### src/rtl/div20x8_signed.sv
// Signed wide-by-narrow divider: one restoring step per clock, valid/ready on both sides.
// Quotient truncates toward zero; divide-by-zero and -MIN/-1 saturate and raise a flag.
module div20x8_signed #(
    parameter int IN_WIDTH  = 20,
    parameter int DIV_WIDTH = 8
) (
    input  logic                        clk,
    input  logic                        rst_n,
    input  logic                        in_valid,
    output logic                        in_ready,
    input  logic signed [IN_WIDTH-1:0]  dividend,
    input  logic signed [DIV_WIDTH-1:0] divisor,
    output logic                        out_valid,
    input  logic                        out_ready,
    output logic signed [IN_WIDTH-1:0]  quotient,
    output logic signed [DIV_WIDTH-1:0] remainder,
    output logic                        div_by_zero,
    output logic                        overflow
);
    localparam int CNT_W = $clog2(IN_WIDTH + 1);
    localparam logic [IN_WIDTH-1:0] Q_MAX = {1'b0, {(IN_WIDTH-1){1'b1}}};
    localparam logic [IN_WIDTH-1:0] Q_MIN = {1'b1, {(IN_WIDTH-1){1'b0}}};

    typedef enum logic [1:0] {IDLE, CALC, FIX, DONE} state_t;

    state_t               r_state;
    state_t               w_next;
    logic [IN_WIDTH-1:0]  r_q;
    logic [DIV_WIDTH-1:0] r_dvs;
    logic [DIV_WIDTH-1:0] r_rem;
    logic [CNT_W-1:0]     r_cnt;
    logic                 r_neg_dvd;
    logic                 r_neg_dvs;
    logic                 r_zero;
    logic                 w_accept;
    logic [DIV_WIDTH:0]   w_shift;
    logic [DIV_WIDTH-1:0] w_sub;
    logic                 w_qbit;
    logic                 w_ovf;

    function automatic logic [IN_WIDTH-1:0] f_abs_dvd(input logic signed [IN_WIDTH-1:0] v);
        return v[IN_WIDTH-1] ? -v : v;
    endfunction

    function automatic logic [DIV_WIDTH-1:0] f_abs_dvs(input logic signed [DIV_WIDTH-1:0] v);
        return v[DIV_WIDTH-1] ? -v : v;
    endfunction

    function automatic logic [IN_WIDTH-1:0] f_sat_quot(input logic [IN_WIDTH-1:0] mag,
                                                       input logic neg_dvd,
                                                       input logic neg_dvs,
                                                       input logic zero);
        if (zero)
            return neg_dvd ? Q_MIN : Q_MAX;
        // A positive result with the magnitude MSB set can only be -MIN / -1.
        if (!(neg_dvd ^ neg_dvs) && mag[IN_WIDTH-1])
            return Q_MAX;
        return (neg_dvd ^ neg_dvs) ? -mag : mag;
    endfunction

    function automatic logic [DIV_WIDTH-1:0] f_sign_rem(input logic [DIV_WIDTH-1:0] mag,
                                                        input logic neg_dvd,
                                                        input logic force_zero);
        if (force_zero)
            return '0;
        return neg_dvd ? -mag : mag;
    endfunction

    assign in_ready = rst_n && (r_state == IDLE);
    assign w_accept = in_valid && in_ready;

    // r_q shifts dividend bits out of its MSB while quotient bits enter at its LSB;
    // w_shift is the DIV_WIDTH+1-bit working remainder for this step.
    assign w_shift = {r_rem, r_q[IN_WIDTH-1]};
    assign w_qbit  = (w_shift >= {1'b0, r_dvs});
    assign w_sub   = w_shift[DIV_WIDTH-1:0] - r_dvs;
    assign w_ovf   = !r_zero && !(r_neg_dvd ^ r_neg_dvs) && r_q[IN_WIDTH-1];

    always_comb begin
        w_next = r_state;
        case (r_state)
            IDLE:    if (w_accept) w_next = (divisor == '0) ? FIX : CALC;
            CALC:    if (r_cnt == CNT_W'(1)) w_next = FIX;
            FIX:     w_next = DONE;
            DONE:    if (out_ready) w_next = IDLE;
            default: w_next = IDLE;
        endcase
    end

    always_ff @(posedge clk) begin
        if (!rst_n) r_state <= IDLE;
        else        r_state <= w_next;
    end

    always_ff @(posedge clk) begin
        if (!rst_n) begin
            r_cnt       <= '0;
            out_valid   <= 1'b0;
            quotient    <= '0;
            remainder   <= '0;
            div_by_zero <= 1'b0;
            overflow    <= 1'b0;
        end else begin
            case (r_state)
                IDLE: if (w_accept) r_cnt <= CNT_W'(IN_WIDTH);
                CALC: r_cnt <= r_cnt - 1'b1;
                FIX: begin
                    out_valid   <= 1'b1;
                    quotient    <= f_sat_quot(r_q, r_neg_dvd, r_neg_dvs, r_zero);
                    remainder   <= f_sign_rem(r_rem, r_neg_dvd, r_zero || w_ovf);
                    div_by_zero <= r_zero;
                    overflow    <= w_ovf;
                end
                DONE: if (out_ready) out_valid <= 1'b0;
                default: ;
            endcase
        end
    end

    always_ff @(posedge clk) begin
        if (w_accept) begin
            r_q       <= f_abs_dvd(dividend);
            r_dvs     <= f_abs_dvs(divisor);
            r_neg_dvd <= dividend[IN_WIDTH-1];
            r_neg_dvs <= divisor[DIV_WIDTH-1];
            r_zero    <= (divisor == '0);
            r_rem     <= '0;
        end else if (r_state == CALC) begin
            r_rem <= w_qbit ? w_sub : w_shift[DIV_WIDTH-1:0];
            r_q   <= {r_q[IN_WIDTH-2:0], w_qbit};
        end
    end
endmodule

### config.mk
export PLATFORM = sky130hd
export DESIGN_NAME = div20x8_signed
export DESIGN_NICKNAME = d
export VERILOG_FILES = /design/src/rtl/div20x8_signed.sv
export SDC_FILE = /design/constraint.sdc
export NUM_CORES = 1
export LEC_CHECK = 0
export CAP_MARGIN = 20
export CELL_PAD_IN_SITES_DETAIL_PLACEMENT = 0
export CELL_PAD_IN_SITES_GLOBAL_PLACEMENT = 1
export CORE_UTILIZATION = 40
export DETAILED_ROUTE_END_ITERATION = 6
export PLACE_DENSITY_LB_ADDON = 0.05
export SLEW_MARGIN = 20
export SYNTH_ARGS = -nofsm -noshare
export SYNTH_HDL_FRONTEND = slang
export SYNTH_SLANG_ARGS = --single-unit
### constraint.sdc
create_clock -name clk -period 3.5 [get_ports clk]
set_clock_uncertainty 0.2 [all_clocks]
set_input_delay 0.35 -clock clk [delete_from_list [all_inputs] [get_ports clk]]
set_output_delay 0.35 -clock clk [all_outputs]
set_load 0.02 [all_outputs]
After elaboration in Yosys (flattened, before gate mapping)
Cells that the tools add are included.
{"block": "classes", "n_lt_le_gt_ge": 1, "eq_ne": 7, "n_reduce_logical": 16, "n_mux": 33, "bitwise_logic": 1, "n_addsub": 6}
{"cell": "20-bit two-way mux", "n": 9}
{"cell": "20-bit negation", "n": 2}
{"cell": "8-bit two-way mux", "n": 4}
{"cell": "8-bit negation", "n": 2}
{"cell": "1-bit two-way mux", "n": 11}
{"cell": "5-bit case mux with 2 select lines", "n": 1}
{"cell": "9-bit by 8-bit >= comparator with 1-bit output", "n": 1}
{"cell": "8-bit logical NOT", "n": 1}
{"cell": "2-bit two-way mux", "n": 4}
{"cell": "2-bit case mux with 4 select lines", "n": 1}
{"cell": "8-bit subtractor", "n": 1}
{"cell": "7-bit two-way mux", "n": 1}
{"cell": "2-bit inequality test (second input constant)", "n": 3}
{"cell": "2-bit nonzero test", "n": 3}
{"cell": "5-bit by 1-bit equality test with 1-bit output (second input constant)", "n": 1}
{"cell": "1-bit logical AND", "n": 5}
{"cell": "5-bit two-way mux", "n": 1}
{"cell": "5-bit by 1-bit subtractor with 5-bit output (second input constant)", "n": 1}
{"cell": "2-bit equality test (second input constant)", "n": 2}
{"cell": "2-bit AND reduction", "n": 2}
{"cell": "3-bit AND reduction", "n": 1}
{"cell": "2-bit by 1-bit equality test with 1-bit output (second input constant)", "n": 1}
{"cell": "1-bit logical NOT", "n": 2}
{"cell": "2-bit logical NOT", "n": 1}
{"cell": "other kinds (3)", "n": 3}
{"block": "word_totals", "register_bits": 77, "out_inout_bits": 32, "input_bits": 32}

Longest topological paths before layout
Gate-level depths: netlist of run 1.
{"block": "depth", "depth_word": 9, "mapped_depth": 9, "ltp_nobuf": 9}

Least setup slack after synthesis of run 1
No wires, ideal clock.
{"block": "synth_path", "path_type": "flip-flop to flip-flop", "startpoint": "register r_state[0]", "endpoint": "register r_q[0] (enable)", "stages_incl_launch_ff": 8, "setup_time_ps": 346, "t_arrival_ps": 2137, "slack_ps": 817, "t_required_ps": 2954, "period_less_slack_ps": 2683, "cell_sequence": "dfxtp_1 > inv_1 > ha_1 > and2_1 > nand2_1 > inv_1 > clkbuf_1 > or2_2"}
{"block": "synth_via", "elab_chain_len": 4, "word_cells_on_any_way": 5, "classes_between": "1 x eq/ne; 4 x reduce/logical"}
{"item": "start: declaration", "line_no": "26", "text": "state_t r_state;"}
{"item": "start signal: assignment", "line_no": "92", "text": "else r_state <= w_next;"}
{"item": "2-bit logical NOT", "line_no": "69", "text": "assign in_ready = rst_n && (r_state == IDLE);"}
{"item": "1-bit logical AND", "line_no": "69"}
{"item": "net in_ready", "line_no": "10", "text": "output logic in_ready,"}
{"item": "1-bit logical AND", "line_no": "70", "text": "assign w_accept = in_valid && in_ready;"}
{"item": "net w_accept", "line_no": "35", "text": "logic w_accept;"}
{"item": "2-bit nonzero test (no line)"}
{"item": "end signal: assignment", "line_no": "122", "text": "r_q <= f_abs_dvd(dividend);"}
{"item": "end signal: assignment", "line_no": "130", "text": "r_q <= {r_q[IN_WIDTH-2:0], w_qbit};"}
{"item": "end: declaration", "line_no": "28", "text": "logic [IN_WIDTH-1:0] r_q;"}
The timed path passes the listed nets, and every way through them passes these cells.
A chain may end at the register's enable or synchronous reset.

Worst setup path in the final report of run 1
{"block": "layout_path", "startpoint": "register r_q[19]", "endpoint": "register r_rem[7]"}
{"block": "layout_via", "elab_chain_len": 2, "word_cells_on_any_way": 3, "classes_between": "1 x add/sub; 1 x order compare; 1 x mux"}
{"item": "8-bit subtractor / 9-bit by 8-bit >= comparator with 1-bit output (equally long branches)", "line_no": "76, 75"}
{"item": "8-bit two-way mux *", "line_no": "129", "text": "r_rem <= w_qbit ? w_sub : w_shift[DIV_WIDTH-1:0];"}
{"item": "end signal: assignment", "line_no": "129"}
{"item": "end: declaration", "line_no": "30", "text": "logic [DIV_WIDTH-1:0] r_rem;"}
Every way passes the cells marked *; elsewhere a longest branch is shown, timed or not.

==> impl_metrics.env, run 1 <==
export IMPL_start_kind="flop"
export IMPL_reg2reg_slack_ns=0.96
export IMPL_r2r_start="r_q[19]"
export IMPL_period_share_pct=72.6
export IMPL_ys_seq_area_share_pct=39.4
export IMPL_ys_ff_latch=77
export IMPL_drt_iter0_drc=212
export IMPL_ys_types=59
export IMPL_r2r_end="r_rem[7]"
export IMPL_multiInputGateArea_mm2=0.00263
export IMPL_setup_viol=0
export IMPL_antenna_found_initial=0
export IMPL_maxCapViolations=0
export IMPL_holdWs_ns=0.263
export IMPL_cts_setup_buffers=0
export IMPL_fmax_mhz=393
export IMPL_clk_latency_ns=0.33
export IMPL_ant_nets=0
export IMPL_endpoint="r_rem[7]"
export IMPL_area_growth_pct=22.1
export IMPL_worstSetupPathType="flop to flop"
export IMPL_htree_levels=3
export IMPL_core_area_mm2=0.0114
export IMPL_async_reset_ff_share_pct=0
export IMPL_seqCellArea_mm2=0.00185
export IMPL_final_nets=631
export IMPL_cts_tree="built"
export IMPL_cts_root_buffer="clkbuf_16"
export IMPL_dp_hpwl_mm=7.69
export IMPL_cts_inserted_buffers=9
export IMPL_dieArea_mm2=0.0122
export IMPL_ctsHoldBuffers=0
export IMPL_die_x_um=110
export IMPL_grt_pass1_wl_mm=16.8
export IMPL_ir_worst_vdd_v=0.000305
export IMPL_crit_path_start="r_q[19]"
export IMPL_routed_wirelength_mm=10.3
export IMPL_synth_commonest_cells="dfxtp_1 (46), nand2_1 (43), o21ai_0 (38), inv_1 (32)"
export IMPL_synth_top_cell_by_area="edfxtp_1"
export IMPL_yosys_warnings=0
export IMPL_status="finished clean"
export IMPL_fillers=1133
export IMPL_start_util_pct=41.1
export IMPL_die_h_um=110
export IMPL_worst_pin_slew_ns=0.871
export IMPL_drive_gt1_share_pct=5.49
export IMPL_post_drt_wl_per_cell_um=14.2
export IMPL_cellLeakagePower_uw=0.00217
export IMPL_synth_top_area_share_pct=19.8
export IMPL_worstPathRequired_ns=3.56
export IMPL_num_rows=39
export IMPL_clockBufferDepth=2
export IMPL_synth_area_leaders="edfxtp_1 (20%), dfxtp_1 (20%), xor2_1 (5.8%)"
export IMPL_vias=3800
export IMPL_end_kind="flop"
export IMPL_powerDensity_mw_per_mm2=762
export IMPL_synth_edf_count=31
export IMPL_clock_sinks=77
export IMPL_grt_max_degree=43
export IMPL_io_buffers=63
export IMPL_cp_max_fo=6
export IMPL_top_level_ports=64
export IMPL_min_period_ns=2.54
export IMPL_hold_class="flop to flop"
export IMPL_drc_errors=0
export IMPL_gp_congestion=0.829
export IMPL_grt_overflow_total=0
export IMPL_drv_slew=0
export IMPL_crit_arrival_ns=2.60
export IMPL_synthFlopType="dfxtp_1"
export IMPL_synth_nets=575
export IMPL_grt_usage_pct=18.0
export IMPL_via_per_inst=5.23
export IMPL_avgSynthCellArea_um2=8.98
export IMPL_synth_cells=523
export IMPL_fin_tns_setup_ns=0
export IMPL_relSlewSlack_pct=41.6
export IMPL_rsz0062_at_grt="false"
export IMPL_syn_area_mm2=0.00470
export IMPL_cts_clk_slew_worst_paths_ns=0.05
export IMPL_yosysMostFrequentCell="dfxtp_1"
export IMPL_antenna_cells=0
export IMPL_cts_resized=0
export IMPL_ff2ff_path_depth=8
export IMPL_drtPass1Iterations=5
export IMPL_finalHoldViolations=0
export IMPL_grt_pass1_vias=3336
-- sequential cells by signal, summed over array words and instances, names as in the netlist, 2 cells and up --
| name | count |
|---|---|
| quotient | 20 |
| r_rem | 8 |
| r_dvs | 8 |
| remainder | 8 |
| r_state | 2 |
| r_cnt | 5 |
| r_q | 20 |
-- per-stage QoR --
stage	setup WS, ns	instance area, um2	power [uW]	instances	util [%]
after floorplan	0.817	4700	2920	523	-
after global placement	0.671	5460	3490	711	47.8
after detailed placement	0.619	5460	3530	711	47.8
after CTS	0.972	5730	4400	726	50.2
after global routing	0.751	5730	4730	726	50.2
final	0.958	5730	4370	726	50.2
-- layout make-up --
type | count | share of cell area [%]
Multi-Input combinational cell | 390 | 45.9
Tap cell | 143 | 3.12
Clock inverter | 2 | 0.175
Clock buffer | 13 | 4.60
Sequential cell | 77 | 32.3
Timing Repair Buffer | 69 | 11.8
Inverter | 32 | 2.09
-- how the worst min path moves through the flow --
stage / startpoint / end / slack (ns) / cells past startpoint
6_report: quotient[17] / quotient[17] / 0.26 / 2
3_5_place_dp: quotient[4] / quotient[4] / 0.26 / 2
3_3_place_gp: quotient[9] / quotient[9] / 0.25 / 2
4_1_cts: quotient[4] / quotient[4] / 0.27 / 2
5_1_grt: quotient[17] / quotient[17] / 0.28 / 2
2_1_floorplan: divisor[0] / r_dvs[0] / 0.25 / 0
-- report_power, final --
group	internal (uW)	total (uW)	switching, uW
registers	1290	1630	335
logic	855	1880	1030
clock network	520	859	339
-- cells by family after synthesis --
logic type / synth area share, %
AO/OA/AOI/OAI: 20.9
XOR/XNOR: 9.48
adder cells (fa/ha/maj): 5.49
buffers and inverters: 4.50
flip-flops: 39.4
multiplexers: 1.28
AND/OR/NAND/NOR: 18.9
-- critical path, stage by stage (launching register included) --
cell	delay (ns)
edfxtp_1	0.48
inv_1	0.13
ha_1	0.31
nand2b_1	0.14
a21oi_1	0.17
o21ai_1	0.12
a21oi_1	0.51
o311ai_1	0.21
a21oi_1	0.19
-- cells in the final DEF (no fill, tap or decap), types with 3 or more instances in the layout --
cell type        count
dfxtp_1             46
mux2i_1              6
xor2_1              31
ha_1                19
o21ai_1             20
buf_4                6
o22ai_1              4
nor4_1               3
o31ai_1             12
nand2_1             43
edfxtp_1            31
nor2b_1              9
and2_1               8
nand3_1              9
a21o_1               3
a31oi_1              8
a21oi_1             21
o21a_1               3
nand4b_1             4
clkdlybuf4s50_1     63
o21ai_0             38
nor3_1               9
or4_4                3
nand3b_1             6
nand2b_1            25
nor2_1              22
or2_2                3
nand4_1              5
inv_1               32
clkbuf_16            9
xnor2_1             18
a21boi_1            18
o41ai_1              4
o311ai_0             3
-- metal layers --
layer | global-route usage, % | vias up | wire length, um
met1 | 26.9 | 1725 | 5480
met4 | 6.11 | 0 | 72
met2 | 25.6 | 80 | 4320
met5 | 0 | - | 0
li1 | - | 1989 | -
met3 | 3.53 | 6 | 451
(Power assumes the default switching activity.)
==> run 2, diff against run 1 <==
==> constraint.sdc (replaced) <==
create_clock -name clk -period 2.63 [get_ports clk]
set_clock_uncertainty 0.2 [all_clocks]
set_input_delay 0.263 -clock clk [delete_from_list [all_inputs] [get_ports clk]]
set_output_delay 0.263 -clock clk [all_outputs]
set_load 0.02 [all_outputs]
==> impl_metrics.env, run 2 (synthesis results as in run 1) <==
export IMPL_status="finished clean"
export IMPL_cts_clk_slew_worst_paths_ns=0.06
export IMPL_worstPathRequired_ns=2.64
export IMPL_setup_viol=0
export IMPL_area_growth_pct=24.7
export IMPL_drive_gt1_share_pct=7.37
export IMPL_dpl_cell_area_mm2=0.00556
export IMPL_gp_congestion=0.860
export IMPL_cellLeakagePower_uw=0.00224
export IMPL_cts_resized=0
export IMPL_io_buffers=63
export IMPL_cpMostUsedCell="a21oi_1"
export IMPL_core_area_mm2=0.0114
export IMPL_dp_hpwl_mm=7.92
export IMPL_ff2ff_path_depth=7
export IMPL_reg2reg_slack_ns=0.33
export IMPL_clock_sinks=77
export IMPL_mostFrequentLayoutCells="clkdlybuf4s50_1 (63), dfxtp_1 (46), nand2_1 (43), o21ai_0 (38), inv_1 (32)"
export IMPL_relSlewSlack_pct=41.5
export IMPL_holdWs_ns=0.264
export IMPL_final_nets=644
export IMPL_r2r_end="r_rem[7]"
export IMPL_start_util_pct=41.1
export IMPL_drt_iter0_drc=203
export IMPL_crit_arrival_ns=2.30
export IMPL_period_share_pct=87.3
export IMPL_via_per_inst=5.23
export IMPL_r2r_start="r_rem[2]"
export IMPL_crit_path_start="r_rem[2]"
export IMPL_fin_ws_ns=0.335
export IMPL_layout_commonest_cell="clkdlybuf4s50_1"
export IMPL_grt_overflow_total=0
export IMPL_cp_max_fo=6
export IMPL_pre_cts_ws_ns=-0.0234
export IMPL_maxCapViolations=0
export IMPL_cts_root_buffer="clkbuf_16"
export IMPL_grt_pass1_wl_mm=16.9
export IMPL_grt_max_degree=42
export IMPL_crit_buf_inv=0
export IMPL_die_h_um=110
export IMPL_hold_path_depth=2
export IMPL_ir_worst_vdd_v=0.000458
export IMPL_vias=3872
export IMPL_drtPass1Iterations=4
export IMPL_fmax_mhz=436
export IMPL_min_period_ns=2.30
export IMPL_end_kind="flop"
export IMPL_fin_util_pct=51.3
export IMPL_cp_top_family="compound AO/OA/AOI/OAI gates"
export IMPL_reg_top3="quotient (20), r_q (20)"
export IMPL_finalPower_uw=5990
export IMPL_clockBufferDepth=2
export IMPL_ant_nets=0
export IMPL_worst_pin_slew_ns=0.872
export IMPL_htree_levels=3
export IMPL_finalHoldViolations=0
export IMPL_grt_pass1_vias=3497
export IMPL_crit_path_top_delay_cell="dfxtp_1"
export IMPL_antenna_cells=0
export IMPL_num_rows=39
export IMPL_drv_slew=0
export IMPL_dieArea_mm2=0.0122
export IMPL_cts_inserted_buffers=9
export IMPL_post_drt_wl_per_cell_um=14.1
export IMPL_cts_setup_buffers=0
export IMPL_die_x_um=110
export IMPL_hold_class="flop to flop"
export IMPL_cts_tree="built"
export IMPL_ctsHoldBuffers=0
export IMPL_max_stage_delay_ns=0.46
export IMPL_drc_errors=0
export IMPL_antenna_found_initial=0
export IMPL_hold_path_endpoint="remainder[7]"
export IMPL_start_kind="flop"
export IMPL_min_delay_start="remainder[7]"
export IMPL_worstSetupPathType="flop to flop"
export IMPL_powerDensity_mw_per_mm2=1020
export IMPL_top_level_ports=64
export IMPL_grt_usage_pct=18.0
export IMPL_routed_wirelength_mm=10.4
export IMPL_finish_instance_area_mm2=0.00586
export IMPL_crit_chain="ha_1 -> a21o_1 -> a21oi_1 -> o21ai_1 -> a41o_1 -> o311ai_1 -> a21oi_1"
export IMPL_clk_latency_ns=0.33
export IMPL_rsz0062_at_grt="false"
## run 2: how the worst max path moves through the flow
stage                to  slack, ns  cells after the start
2_1_floorplan    r_q[0]       0.23                      7
3_3_place_gp    r_q[14]       0.04                      8
3_5_place_dp    r_q[14]      -0.02                      8
4_1_cts         r_q[14]       0.32                      8
5_1_grt        r_rem[7]       0.12                      7
6_report       r_rem[7]       0.33                      7
## run 2: layout make-up
class / instances / area, um2
inverter: 32 / 120
timing repair buffer: 82 / 773
multi-input combinational: 390 / 2630
clock inverter: 1 / 30.0
sequential: 77 / 1850
fill: 1116 / 5560
tap: 143 / 179
clock buffer: 15 / 272
## run 2: stage by stage
step / TNS (ns) / std cells
floorplan: 0 / 523
global placement: 0 / 724
detailed placement: -0.0234 / 724
CTS: 0 / 740
global route: 0 / 740
finish: 0 / 740
## run 2: report_power, final
| part | internal (uW) | switching [uW] | total, uW |
|---|---|---|---|
| Clock | 799 | 450 | 1250 |
| Combinational | 1190 | 1400 | 2590 |
| Sequential | 1720 | 429 | 2150 |
| Total | 3710 | 2280 | 5990 |
## run 2: worst register-to-register path, delay by kind of cell (launching register included)
kind	cells	cell delay (ns)
adder cells (fa/ha/maj)	1	0.32
AO/OA/AOI/OAI	6	1.19
flip-flops	1	0.46
## run 2: routing by layer
metal	GRT usage, %	wire length (um)	vias up
li1	-	-	2014
met4	5.36	133	0
met2	26.7	4340	72
met3	3.76	409	11
met1	26.2	5530	1775
met5	0	0	-
==> run 3, diff against run 2 <==
--- a/config.mk
+++ b/config.mk
@@ -9,7 +9,9 @@
 export CELL_PAD_IN_SITES_DETAIL_PLACEMENT = 0
 export CELL_PAD_IN_SITES_GLOBAL_PLACEMENT = 1
 export CORE_UTILIZATION = 40
+export CTS_CLUSTER_DIAMETER = 80
 export DETAILED_ROUTE_END_ITERATION = 6
+export DONT_BUFFER_PORTS = 1
 export PLACE_DENSITY_LB_ADDON = 0.05
 export SLEW_MARGIN = 20
 export SYNTH_ARGS = -nofsm -noshare
==> impl_metrics.env, run 3 (synthesis results as in run 1) <==
export IMPL_die_h_um=110
export IMPL_via_per_inst=5.36
export IMPL_core_area_mm2=0.0114
export IMPL_fin_tns_setup_ns=0
export IMPL_routed_wirelength_mm=10.7
export IMPL_final_nets=593
export IMPL_hold_class="input pin to flop"
export IMPL_finalHoldViolations=0
export IMPL_dp_hpwl_mm=8.03
export IMPL_instances_no_fill=689
export IMPL_p_switching_uw=2270
export IMPL_grt_usage_pct=18.7
export IMPL_clockPowerShare_pct=20.9
export IMPL_cts_root_buffer="clkbuf_16"
export IMPL_grt_max_degree=43
export IMPL_rsz0062_at_grt="false"
export IMPL_start_util_pct=41.1
export IMPL_placedCellCount=656
export IMPL_drt_iter0_drc=241
export IMPL_worstSetupPathType="flop to flop"
export IMPL_worst_pin_slew_ns=0.571
export IMPL_fillers=1125
export IMPL_maxCapViolations=0
export IMPL_crit_arrival_ns=2.27
export IMPL_vias=3694
export IMPL_clock_sinks=77
export IMPL_cts_inserted_buffers=9
export IMPL_p_sw_share_pct=39.9
export IMPL_ir_worst_vdd_v=0.000449
export IMPL_reg2reg_slack_ns=0.38
export IMPL_setup_viol=0
export IMPL_min_period_ns=2.25
export IMPL_seqCellArea_mm2=0.00185
export IMPL_area_growth_pct=14.3
export IMPL_antenna_found_initial=0
export IMPL_layout_commonest_cell="dfxtp_1"
export IMPL_clockBufferDepth=2
export IMPL_clk_latency_ns=0.33
export IMPL_cts_tree="built"
export IMPL_relSlewSlack_pct=61.5
export IMPL_grt_pass1_wl_mm=17.2
export IMPL_top_level_ports=64
export IMPL_drive_gt1_share_pct=7.69
export IMPL_multiInputGateArea_mm2=0.00263
export IMPL_post_drt_wl_per_cell_um=15.6
export IMPL_finalPower_uw=5700
export IMPL_status="finished clean"
export IMPL_powerDensity_mw_per_mm2=1060
export IMPL_p_comb_share_pct=38.6
export IMPL_io_buffers=0
export IMPL_period_share_pct=85.5
export IMPL_fmax_mhz=445
export IMPL_end_kind="flop"
export IMPL_cts_clk_slew_worst_paths_ns=0.06
export IMPL_grt_pass1_vias=3370
export IMPL_antenna_cells=0
export IMPL_cellLeakagePower_uw=0.00206
export IMPL_drc_errors=0
export IMPL_num_rows=39
export IMPL_worstPathRequired_ns=2.65
export IMPL_mostFrequentLayoutCells="dfxtp_1 (46), nand2_1 (43), o21ai_0 (38), inv_1 (32)"
export IMPL_drv_slew=0
export IMPL_grt_overflow_total=0
export IMPL_cp_max_fo=6
export IMPL_htree_levels=3
export IMPL_die_x_um=110
export IMPL_cts_setup_buffers=0
export IMPL_intPower_uw=3420
export IMPL_drtPass1Iterations=4
export IMPL_start_kind="flop"
export IMPL_seqPwrFrac_pct=40.4
export IMPL_gp_congestion=0.805
export IMPL_ant_nets=0
export IMPL_reg_top3="quotient (20), r_q (20)"
export IMPL_cts_resized=0
export IMPL_fin_util_pct=47.0
export IMPL_dieArea_mm2=0.0122
export IMPL_ctsHoldBuffers=17
run 3: cell count changes in the layout (fill, tap and decap cells not counted), sizes merged:
cell           delta
buf               -4
bufinv            -1
clkbuf            -3
clkdlybuf4s50    -63
clkinv            +4
dlygate4sd3      +16
run 3: path summary, 6_finish.rpt:
| kind | start | end | depth (start not counted) |
|---|---|---|---|
| setup / recovery | r_q[6] | quotient[17] | 6 |
| hold / removal | divisor[7] | r_dvs[3] | 2 |
| setup reg to reg | r_q[6] | quotient[17] | 6 |
| hold reg to reg | r_rem[7] | r_rem[7] | 2 |
run 3: metal layers:
layer,GRT usage [%],vias to the layer above,wire length [um]
li1,-,1911,-
met1,27.9,1696,5690
met2,25.9,79,4330
met3,5.29,8,619
met4,5.08,0,99
met5,0,-,0
run 3: critical path, stage by stage, from the launching register on:
cell,delay [ns]
edfxtp_1,0.47
or4_4,0.61
nor3_4,0.30
a31oi_1,0.15
xor2_1,0.17
o21ai_1,0.16
a21boi_1,0.08
run 3: area by class of cell:
type | count | share of cell area, %
clock buffers | 12 | 4.99
clock inverters | 4 | 0.373
inverters | 32 | 2.24
multi-input cells | 390 | 49.0
flip-flops and latches | 77 | 34.5
well taps | 143 | 3.33
repair buffers | 31 | 5.55
run 3: per-stage QoR:
stage	instance area, um2	setup slack, ns	hold WS, ns
2_1_floorplan	4700	0.226	0.162
3_3_place_gp	4900	0.412	0.162
3_5_place_dp	4900	0.384	0.162
4_1_cts	5370	0.375	0.00176
5_1_grt	5370	0.194	0.00745
6_report	5370	0.383	0.00736
run 3: power by group through the flow:
stage               clock, uW  combinational (uW)  sequential (uW)
floorplan                   0                1700             2190
global placement            0                2180             2320
detailed placement          0                2180             2340
CTS                      1220                2220             2310
global route             1290                2510             2380
finish                   1190                2200             2300
==> patch 1 (flow settings as in run 1) <==
Set the parameter `DIV_WIDTH` to 12 (it was 8).
--- a/src/rtl/div20x8_signed.sv
+++ b/src/rtl/div20x8_signed.sv
@@ -4,3 +4,3 @@
     parameter int IN_WIDTH  = 20,
-    parameter int DIV_WIDTH = 8
+    parameter int DIV_WIDTH = 12
 ) (
Interface: changed (resized divisor and remainder); port bits go from 64 to 72. No check against the original RTL was run, so the function may have changed too.
==> patch 1 against run 1 <==
- the flow now finishes with violations (design-rule violations)
- worst setup slack got worse by 0.092 ns
- utilization fell by 0.68 points
- design area rose by 19%
- area after synthesis rose by 21%
- total power rose by 18%
- synthesized cell count rose by 24%
- sequential cell count rose by 12
- wire length rose by 26%
- largest cell class unchanged
- highest routed layer unchanged
==> patch 1: results <==
[critical_path]
critPathSlowestCell = dfxtp_1
path_max_fanout = 13
cp_data_arrival_time_ns = 2.68
startpoint = r_rem[7]
r2r_end = r_rem[10]
worstRegToRegCells = 7
cp_slowest_stage_delay_ns = 0.53

[synthesis]
synthAdderAreaFrac_pct = 5.433
yosys-top-cells-count = o21ai_0 (55), dfxtp_1 (54), nand2_1 (50), a21oi_1 (45), inv_1 (40)
yosys.cell_types.count = 64
synth_nets = 709
ys_seq_area_share_pct = 37.63
synth.area.mux_share_pct = 0.5300
synth_compound_area_share_pct = 22.26

[power]
leakagePower_nw = 2.610

[route]
wire_per_inst_um = 14.60
vias_per_cell = 5.237
drtAntennaViolNets = 0
drc = 2

[global_routing]
grt_pass1_vias = 4305
grt_pass1_wl_mm = 21.32
grt_max_degree = 48

[placed_design]
dp_hpwl_mm = 9.707
port_buffers = 71

[timing]
holdWs_ns = 0.2789

[status]
violations = design-rule violations
status = finished, violations left

[worst_hold_path]
hold_start = remainder[2]
hold_end = remainder[2]

[final_layout]
final_nets = 765
layout-drive-gt1-share_pct = 6.197
==> patch 1: cell count changes in the layout (fill, tap and decap cells not counted), sizes merged, moves of 6 or more <==
cell,delta
dfxtp,+8
nand2,+7
nor2b,+18
or3,+6
o21a,+20
inv,+8
nand2b,-14
nor2,+6
xnor2,+17
a21oi,+24
nand3,+16
a21boi,-10
clkdlybuf4s50,+8
==> patch 1: report_power, final <==
group	switching [W]	leakage [nW]	total, W	internal, W
sequential	0.000360	0.772	0.00180	0.00145
combinational	0.00130	1.68	0.00233	0.00103
clock	0.000384	0.161	0.00103	0.000642
==> patch 1: worst max path at each step <==
stage	cells past startpoint	end	slack, ns
2_1_floorplan	8	r_q[0]	0.94
3_3_place_gp	9	r_state[0]	0.79
3_5_place_dp	9	r_state[0]	0.71
4_1_cts	9	r_rem[8]	0.87
5_1_grt	6	remainder[5]	0.66
6_report	7	r_rem[10]	0.87
==> patch 1: per-layer routing <==
layer / GRT usage (%) / part of all wire [%]
met5: 0 / 0
met1: 27.56 / 53
met4: 7.407 / 1.6
met3: 2.538 / 3.6
met2: 26.82 / 42
==> patch 1: stage by stage <==
step	setup WS [ns]	power [W]	cell area, um2	std cells
2_1_floorplan	0.9432	0.003446	5665	649
3_3_place_gp	0.7882	0.004130	6529	874
3_5_place_dp	0.7141	0.004147	6529	874
4_1_cts	0.8714	0.005207	6850	890
5_1_grt	0.6603	0.005601	6850	890
6_report	0.8662	0.005163	6850	890
==> patch 1: layout make-up <==
cell class                 instances  area, um2
sequential                        89       2132
clock inverter                     1      30.03
clock buffer                      15      291.5
tap                              180      225.2
timing repair buffer              80      778.2
inverter                          40      150.1
multi-input combinational        485       3243
fill                            1345       6977
==> patch 1: logic make-up after synthesis <==
logic type | after synthesis
AND/OR/NAND/NOR | 200
AO/OA/AOI/OAI | 196
flip-flops | 89
buffers and inverters | 75
XOR/XNOR | 62
adder cells (fa/ha/maj) | 24
multiplexers | 3
==> patch 1: worst register-to-register path: stages (launching register included) <==
cell and delay [ns]:
dfxtp_1 0.53, ha_1 0.36, a21oi_1 0.22, o21ai_1 0.17
a41oi_1 0.24, a21o_1 0.45, a211oi_1 0.15, o21a_1 0.21
==> patch 2 (config.mk and constraints of run 1) <==
Made on the original files. The 4 states of `state_t` get a one-hot encoding in 4 bits.
--- a/src/rtl/div20x8_signed.sv
+++ b/src/rtl/div20x8_signed.sv
@@ -23,3 +23,3 @@
 
-    typedef enum logic [1:0] {IDLE, CALC, FIX, DONE} state_t;
+    typedef enum logic [3:0] {IDLE = 4'b0001, CALC = 4'b0010, FIX = 4'b0100, DONE = 4'b1000} state_t;
 
Behaviour: same outputs for any inputs over 10 cycles, from zero or initial values and one cycle with rst_n low; not proved beyond that.
==> patch 2 against run 1 <==
- register-to-register slack got worse by 0.14 ns
- sequential cell count is 2 higher
- via count grew 1.8%
- design area shrank 0.33%
- utilization is 0.16 points lower
- wire length up 2.5%
- area after synthesis fell by 0.32%
- worst setup slack got worse by 0.25 ns
- critical endpoint is now in_ready
- highest routed layer unchanged
Power is not compared: it rests on default switching activity, and its combinational part moved more than twofold at a synthesized area within 25%.
==> patch 2: results <==
[synthesis]
yosys-top-cells-count = nand2_1 (61), dfxtp_1 (48), o21ai_0 (37), edfxtp_1 (31), xnor2_1 (30)
synth_nets = 576
synth_seq_cells = 79
yosys-top-cells-area = dfxtp_1 (21%), edfxtp_1 (20%), xnor2_1 (5.6%), nand2_1 (4.9%), xor2_1 (4.7%)

[final_layout]
clkbuf_count = 14
clkCellAreaFrac_pct = 4.663
multi_input_area_share_pct = 45.12
layout-drive-gt1-share_pct = 6.293
multi_input_area_um2 = 2579
fin_util_pct = 50.05
seq_area_share_pct = 33.10
multi_input_gates = 396
nFillCells = 1123
inv_count = 25
nonClkBufAreaFrac_pct = 12.35
buffers = 73

[critical_path]
cpLargestDelayFamily = simple AND/OR/NAND/NOR gates
rrSetupSlack_ns = 0.82
cp_slowest_stage_delay_ns = 0.60
cp_data_arrival_time_ns = 2.24
worstRegToRegCells = 9
critPathCapture = in_ready
critPathSlowestCell = clkdlybuf4s50_1

[placed_design]
pre_cts_ws_ns = 0.4538
placed_cell_area_um2 = 5449
dp_hpwl_mm = 7.822
dp_cells = 716

[status]
status = complete, no violations

[worst_hold_path]
hold_end = quotient[16]

[global_routing]
grtUsageMet1_pct = 28.02
grt.total_usage_pct = 18.21
grt_use_met3_pct = 3.175
grt_pass1_vias = 3395
grt_pass1_wl_mm = 17.03

[route]
dr.pass1.iters = 4
routed-wl-met2_mm = 4.334
wire_per_inst_um = 14.48
met1_length_mm = 5.651
wl_met3_um = 493

[timing]
worst_pin_slew_ns = 0.8587
holdWs_ns = 0.2458
==> patch 2: cell types whose count changed after synthesis, sizes merged, moves of 4 or more <==
cell and delta:
and2 -4, and3 +5, ha -5, inv -7, nand2 +18, nand2b -16, nand3 +9, nand3b -4
nand4b -4, or3 +6, xnor2 +11, xor2 -6
==> patch 2: cell families after synthesis <==
| group | share of synthesized area (%) |
|---|---|
| and+or+nand+nor | 19.91 |
| xor gates and xnor gates | 10.29 |
| DFF | 40.41 |
| buffers and inverters | 4.516 |
| muxes | 0.8552 |
| AOI/OAI and AO/OA | 19.86 |
| adders and majority gates | 4.169 |
==> patch 2: power groups by stage <==
stage | Combinational, W | Clock (W) | Sequential [W]
final | 0.000382 | 0.000859 | 0.00106
after global routing | 0.000429 | 0.000915 | 0.00106
after CTS | 0.000385 | 0.000876 | 0.00106
after detailed placement | 0.000383 | 0 | 0.00108
after global placement | 0.000380 | 0 | 0.00107
after floorplan | 0.000273 | 0 | 0.00106
